### config.mk
export PLATFORM = sky130hd
export DESIGN_NAME = spi_arb2
export DESIGN_NICKNAME = d
export VERILOG_FILES = /design/src/rtl/spi_arb2.sv
export SDC_FILE = /design/constraint.sdc
export NUM_CORES = 1
export LEC_CHECK = 0
export ABC_AREA = 1
export BUFFER_PORTS_ARGS = -buffer_cell sky130_fd_sc_hd__clkbuf_2
export CAP_MARGIN = 20
export CORE_UTILIZATION = 50
export DETAILED_ROUTE_END_ITERATION = 16
export HOLD_SLACK_MARGIN = 0.15
export PLACE_DENSITY = 0.75
export SYNTH_ARGS = -nofsm -noshare
export SYNTH_HDL_FRONTEND = slang
export SYNTH_SLANG_ARGS = --single-unit
### constraint.sdc
create_clock -name clk -period 3.5 [get_ports clk]
set_clock_uncertainty 0.1 [all_clocks]
set_input_delay 0.525 -clock clk [delete_from_list [all_inputs] [get_ports clk]]
set_output_delay 0.525 -clock clk [all_outputs]
set_load 0.005 [all_outputs]
### src/rtl/spi_arb2.sv
// Two-client arbiter in front of a single 16-bit SPI master, with per-client request buffering and a WAIT timeout.
// Define SPI_ARB_RR_EN for round-robin arbitration on ties; by default client 0 has fixed priority.
module spi_arb2 #(
   parameter logic [15:0] TIMEOUT_CYC = 16'd2048
) (
   input  logic        clk,
   input  logic        rst_n,
   input  logic        req0,
   input  logic [15:0] cmd0,
   output logic        done0,
   output logic [15:0] rd_data0,
   output logic        err0,
   input  logic        req1,
   input  logic [15:0] cmd1,
   output logic        done1,
   output logic [15:0] rd_data1,
   output logic        err1,
   output logic        m_wrt,
   output logic [15:0] m_cmd,
   input  logic        m_done,
   input  logic [15:0] m_rd_data,
   output logic        sel,
   output logic        busy
);

   typedef enum logic [1:0] {
      S_IDLE   = 2'd0,
      S_LAUNCH = 2'd1,
      S_WAIT   = 2'd2,
      S_DONE   = 2'd3
   } state_t;

   state_t      state_q, state_d;
   logic [1:0]  pend_q, pend_d;
   logic [15:0] buf0_q, buf1_q;
   logic [15:0] rd0_q, rd1_q;
   logic [1:0]  done_q, done_d;
   logic [1:0]  err_q, err_d;
   logic [1:0]  defer_q, defer_d;
   logic        sel_q, sel_d;
   logic        m_wrt_q, m_wrt_d;
   logic [15:0] m_cmd_q, m_cmd_d;
   logic        busy_q, busy_d;
   logic [15:0] cnt_q, cnt_d;
   logic        m_done_prev_q;
   logic [1:0]  req_s, acc_s, drop_s, clr_s, tmo_s;
   logic        rd_ld_s;
   logic        win_s;
`ifdef SPI_ARB_RR_EN
   logic        last_q, last_d;
`endif

   assign req_s  = {req1, req0};
   assign acc_s  = req_s & ~pend_q;
   assign drop_s = req_s & pend_q;

   // Arbitration winner among pending clients
   always_comb begin
`ifdef SPI_ARB_RR_EN
      if (pend_q == 2'b11) begin
         win_s = ~last_q;
      end else begin
         win_s = ~pend_q[0];
      end
`else
      win_s = ~pend_q[0];
`endif
   end

   // Transaction state machine: next state and registered-output next values
   always_comb begin
      state_d = state_q;
      sel_d   = sel_q;
      m_wrt_d = 1'b0;
      m_cmd_d = m_cmd_q;
      cnt_d   = cnt_q;
      clr_s   = 2'b00;
      tmo_s   = 2'b00;
      done_d  = 2'b00;
      rd_ld_s = 1'b0;
`ifdef SPI_ARB_RR_EN
      last_d  = last_q;
`endif
      case (state_q)
         S_IDLE: begin
            if (|pend_q) begin
               state_d = S_LAUNCH;
               sel_d   = win_s;
               m_wrt_d = 1'b1;
               m_cmd_d = win_s ? buf1_q : buf0_q;
            end else begin
               state_d = S_IDLE;
            end
         end
         S_LAUNCH: begin
            cnt_d   = 16'd0;
            state_d = S_WAIT;
`ifdef SPI_ARB_RR_EN
            last_d  = sel_q;
`endif
         end
         S_WAIT: begin
            // Only a fresh rise counts; a level left high from a previous transfer is ignored
            if (m_done && !m_done_prev_q) begin
               state_d = S_DONE;
            end else if (cnt_q == (TIMEOUT_CYC - 16'd1)) begin
               tmo_s[sel_q] = 1'b1;
               clr_s[sel_q] = 1'b1;
               state_d      = S_IDLE;
            end else begin
               state_d = S_WAIT;
               if (cnt_q != 16'hFFFF) begin
                  cnt_d = cnt_q + 16'd1;
               end else begin
                  cnt_d = cnt_q;
               end
            end
         end
         S_DONE: begin
            done_d[sel_q] = 1'b1;
            clr_s[sel_q]  = 1'b1;
            rd_ld_s       = 1'b1;
            state_d       = S_IDLE;
         end
         default: begin
            state_d = S_IDLE;
         end
      endcase
      busy_d = (state_d != S_IDLE);
   end

   // Request bookkeeping; a drop that collides with the same client's done reports its error a cycle later
   always_comb begin
      pend_d  = (pend_q & ~clr_s) | acc_s;
      err_d   = (drop_s & ~done_d) | defer_q | tmo_s;
      defer_d = drop_s & done_d;
   end

   // State and output registers
   always_ff @(posedge clk or negedge rst_n) begin
      if (!rst_n) begin
         state_q       <= S_IDLE;
         pend_q        <= 2'b00;
         buf0_q        <= 16'd0;
         buf1_q        <= 16'd0;
         rd0_q         <= 16'd0;
         rd1_q         <= 16'd0;
         done_q        <= 2'b00;
         err_q         <= 2'b00;
         defer_q       <= 2'b00;
         sel_q         <= 1'b0;
         m_wrt_q       <= 1'b0;
         m_cmd_q       <= 16'd0;
         busy_q        <= 1'b0;
         cnt_q         <= 16'd0;
         m_done_prev_q <= 1'b0;
`ifdef SPI_ARB_RR_EN
         last_q        <= 1'b0;
`endif
      end else begin
         state_q       <= state_d;
         pend_q        <= pend_d;
         done_q        <= done_d;
         err_q         <= err_d;
         defer_q       <= defer_d;
         sel_q         <= sel_d;
         m_wrt_q       <= m_wrt_d;
         m_cmd_q       <= m_cmd_d;
         busy_q        <= busy_d;
         cnt_q         <= cnt_d;
         m_done_prev_q <= m_done;
`ifdef SPI_ARB_RR_EN
         last_q        <= last_d;
`endif
         if (acc_s[0]) buf0_q <= cmd0;
         if (acc_s[1]) buf1_q <= cmd1;
         if (rd_ld_s && !sel_q) rd0_q <= m_rd_data;
         if (rd_ld_s && sel_q)  rd1_q <= m_rd_data;
      end
   end

   assign done0    = done_q[0];
   assign done1    = done_q[1];
   assign err0     = err_q[0];
   assign err1     = err_q[1];
   assign rd_data0 = rd0_q;
   assign rd_data1 = rd1_q;
   assign m_wrt    = m_wrt_q;
   assign m_cmd    = m_cmd_q;
   assign sel      = sel_q;
   assign busy     = busy_q;

endmodule

### After elaboration in Yosys (flattened, before gate mapping)

Cells that the tools add are included.
Widths: inputs -> output; s select.

| word-level totals | value |
|---|---|
| register bits after elaboration | 110 |
| logic and storage cells | 69 |

| cells by class | value |
|---|---|
| add/sub/neg operators | 1 |
| magnitude comparators | 2 |
| equal/unequal tests | 8 |
| muxes and demuxes | 19 |
| bitwise operators | 12 |
| reduce and logical (&&, ||, !) cells | 12 |

Operator list:

| cell | number |
|---|---|
| $mux 16 | 4 |
| $pmux 16 s2 | 1 |
| $add 16x1->16 const B | 1 |
| $eq 16x11->1 const B | 1 |
| $ne 16x16->1 const B | 1 |
| $mux 2 | 6 |
| $and 2x2->2 | 5 |
| $pmux 2 s4 | 1 |
| $ne 2x2->1 const B | 3 |
| $not 2->2 | 3 |
| $or 2x2->2 | 3 |
| $mux 1 | 5 |
| $eq 2x2->1 const B | 2 |
| $logic_and 1x1->1 | 4 |
| $pmux 2 s2 | 1 |
| $reduce_and 4->1 | 1 |
| $reduce_bool 2->1 | 2 |
| $eq 2x1->1 const B | 1 |
| $logic_not 1->1 | 2 |
| $logic_not 2->1 | 1 |
| $lt 1x2->1 const B | 1 |
| $reduce_and 2->1 | 1 |
| $reduce_or 2->1 | 1 |
| $demux 1 s1 | 1 |
| other kinds (2) | 2 |

### Depth between registers and ports, before layout

| logic depth | value |
|---|---|
| word-level depth | 10 |
| depth in mapped cells | 10 |
| depth with buffers taken out | 9 |

### Worst setup path before layout

Ideal clock, no wire load.

| timing path | value |
|---|---|
| path type | register to register |
| start | register cnt_q[0] |
| end | register cnt_q[8] |
| setup time | 116 ps |
| arrival | 1364 ps |
| required time | 3284 ps |
| setup slack | 1920 ps |
| stages on the path, launching flop included | 10 |
| path buffers | 1 |
| cell sequence | dfrtp_1 > ha_1 > nand3_4 > nor2_4 > nand2_1 > nand3_1 > nand2_1 > buf_6 > nand2_1 > nand2_1 |

| between the ends | value |
|---|---|
| word-level cells in the longest chain between the ends | 5 |
| elaborated cells between the ends (all ways) | 10 |
| classes of those cells | add/sub: 1; eq/ne: 4; mux: 4; reduce/logical: 1 |

RTL lines:

| what | line | source |
|---|---|---|
| start: declaration | 44 | `logic [15:0] cnt_q, cnt_d;` |
| start signal: assignment | 170 | `cnt_q <= cnt_d;` |
| $add 16x1->16 | 113 | `cnt_d = cnt_q + 16'd1;` |
| $mux 16 | 112 | `if (cnt_q != 16'hFFFF) begin` |
| $mux 16 | 106 | `end else if (cnt_q == (TIMEOUT_CYC - 16'd1)) begin` |
| $mux 16 | 104 | `if (m_done && !m_done_prev_q) begin` |
| $pmux 16 s2 | 84 | `case (state_q)` |

Parallel ways exist; a longest one is shown, timed or not. The select of a mux whose other input is x is not followed.
A chain may end at the register's enable or synchronous reset.

### Final worst setup path

| timing path | value |
|---|---|
| start | register pend_q[0] |
| end | register buf0_q[12] |

| between the ends | value |
|---|---|
| word-level cells in the longest chain between the ends | 2 |

RTL lines:

| what | line | source |
|---|---|---|
| start: declaration | 34 | `logic [1:0] pend_q, pend_d;` |
| start signal: assignment | 162 | `pend_q <= pend_d;` |
| $not 2->2 | 54 | `assign acc_s = req_s & ~pend_q;` |
| $and 2x2->2 | 54 |  |
| end signal: assignment | 175 | `if (acc_s[0]) buf0_q <= cmd0;` |
| end: declaration | 35 | `logic [15:0] buf0_q, buf1_q;` |

No other way between the ends.

==> impl_metrics.tcl <==
set metrics [dict create \
    grt_max_degree 64 \
    clkTransAtPathRegs_ps 110 \
    finalSetupViolations 0 \
    internal-power_mw 2.835 \
    die_h_um 98.80 \
    setup_ws_ps 924.4 \
    critical_path.max_fanout 22 \
    routed_via_density 5.133 \
    avgSynthCellArea_um2 9.464 \
    outcome "finished, final reports clean" \
    place_ws_ps 899.6 \
    rsz0062_at_grt "no" \
    cp_cell_sequence "clkinv_1, nand2_2, mux2_2" \
    area_delta_synth_final_pct 17.87 \
    p_seq_share_pct 48.6 \
    required_ps 3670 \
    clock-sinks 110 \
    hold_viol 0 \
    num_io_pins 108 \
    drt-total-wl_mm 9.688 \
    final_nets 653 \
    yosys-top-cells-area "dfrtp_1 (59%), nand2_1 (12%), mux2_2 (7.7%)" \
    grt_overflow 0 \
    hp-class "primary input to async pin" \
    cp.arrival_ps 2740 \
    yosys_warnings 0 \
    drive_above_1_share_pct 27.32 \
    dieArea_um2 9760 \
    clock_latency_ps 380 \
    leakagePower_nw 2.818 \
    maxSlewViolCount 0 \
    diodes 0 \
    cts_hold_buf 0 \
    ys_types 29 \
    syn_inst 495 \
    maxCapViolations 0 \
    die_w_um 98.80 \
    grt_pass1_vias 3544 \
    port_buffers 107 \
    yosys.area.top_type "dfrtp_1" \
    postCtsResizedCells 0 \
    crit_buf_inv 1 \
    synth_top_area_share_pct 58.76 \
    drc 0 \
    synth_commonest_cells "nand2_1 (153), dfrtp_1 (110), nor2_1 (50), inv_1 (37), o21ai_0 (36)" \
    ys.flop_type "dfrtp_1" \
    swShare_pct 36.28 \
    slowest_stage "dfrtp_1" \
    synth.ff_latch_count 110 \
    ir_worst_vdd_uv 447.8 \
    combPwrFrac_pct 33.7 \
    yosysSeqAreaShare_pct 58.76 \
    numCtsBuffers 9 \
    period_share_pct 73.59 \
    drt-pass1-iter-count 4 \
    vias 3655 \
    worstMarginPinSlew_ps 887.7 \
    synth_nets 549 \
    tns_ps 0 \
    dp_hpwl_mm 6.867 \
    grt_use_total_pct 21.28 \
    clkPwrFrac_pct 17.7 \
    cellPowerDensity_nw_per_um2 805.8 \
    cts_max_level 3 \
    ant_nets 0 \
    synth_edf_count 0 \
    crit_family "flip-flops" \
    min_period_ps 2576 \
    synth.most_common_cell "nand2_1" \
    grt_first_pass_wirelength_mm 16.33 \
    antenna_found_initial 0 \
    post-cts-setup-buffer-count 0 \
    gp_congestion 0.8394 \
    fmax_mhz 388.3 \
    cts_root_buf "clkbuf_8" \
    coreArea_um2 8891 \
    startpoint_type "register" \
    cpPeakStageDelay_ps 800 \
    drt_iter0_drc 124 \
    path_class "register to register" \
    rows 34 \
    relSlewSlack_pct 40.76 \
    end_kind "register" \
    clock_path_buffers 2 \
    wl_per_cell_um 13.61 \
    synthArstFlopShare_pct 100.0 \
    start_util_pct 52.69 \
    power.net_switching_mw 1.614 \
    cts_tree "yes" \
    synth.cell_area_um2 4684 \
]
-- cells in the final DEF (no fill, tap or decap), drive strengths merged, types with 2 or more instances in the layout --
| master | instances |
|---|---|
| a21oi | 2 |
| a31oi | 18 |
| buf | 4 |
| clkbuf | 115 |
| clkinv | 5 |
| dfrtp | 110 |
| inv | 39 |
| mux2 | 32 |
| nand2 | 154 |
| nand3 | 16 |
| nand4 | 6 |
| nor2 | 51 |
| o21ai | 36 |
| o21bai | 2 |
| xnor2 | 3 |
| xor2 | 4 |
-- flip-flops by register name (all words and copies together) (netlist names) --
name           count
buf0_q            16
buf1_q            16
busy               1
cnt_q             16
defer_q            2
done_q             2
err_q              2
m_cmd             16
m_done_prev_q      1
m_wrt              1
pend_q             2
rd_data0          16
rd_data1          16
sel                1
state_q            2
-- cell type report --
type                            count  area, µm²
Clock buffer                        9      123.9
Clock inverter                      7      85.08
Fill cell                         764       3369
Inverter                           39      146.4
Multi-Input combinational cell    329       1698
Sequential cell                   110       2753
Tap cell                          108      135.1
Timing Repair Buffer              110      580.6
-- metal layers --
metal,vias up,GRT usage [%],share of wire (%)
met5,-,0,0
met4,0,7.233,1.5
met3,13,6.099,6.0
met2,93,36.15,49
met1,1750,26.13,43
li1,1799,-,-
-- worst register-to-register path, stage by stage, from the launching register on --
cell and delay [ps]:
dfrtp_1 800, clkinv_1 620, nand2_2 550, mux2_2 400
-- power groups by stage --
stage               Sequential [mW]  Combinational (mW)  Clock (mW)
floorplan                      2.11               0.976           0
global placement               2.17                1.44           0
detailed placement             2.19                1.52           0
CTS                            2.16                1.52       0.800
global route                   2.23                1.71       0.850
finish                         2.16                1.50       0.789
-- logic make-up after synthesis --
group | share of synthesized area [%]
buf+inv | 4.995
compound gates | 7.051
simple gates | 19.93
fa+ha+maj | 0.2671
flops | 58.76
xor+xnor | 1.309
mux | 7.692
-- path summary, 6_finish.rpt --
| check | endpoint | cells after the start | start | slack [ps] |
|---|---|---|---|---|
| setup / recovery | buf0_q[12] | 3 | pend_q[0] | 920 |
| hold / removal | rd_data0[6] | 1 | rst_n | 120 |
| setup reg to reg | buf0_q[12] | 3 | pend_q[0] | 920 |
| hold reg to reg | err_q[0] | 2 | defer_q[0] | 360 |
| max in group asynchronous | m_cmd[13] | 2 | rst_n | 2440 |
| min in group clk | m_done_prev_q | 1 | m_done | 190 |
-- per-stage QoR --
stage	util [%]	power, mW	instance area, µm²	hold WS, ps	std cells
floorplan	-	3.089	4684	129.4	495
detailed placement	59.58	3.705	5298	338.5	695
global placement	59.58	3.610	5298	330.0	695
global route	62.10	4.795	5522	169.6	712
finish	62.10	4.449	5522	115.7	712
CTS	61.93	4.483	5507	152.6	711
Note: power is estimated with default switching activity, not from simulation.
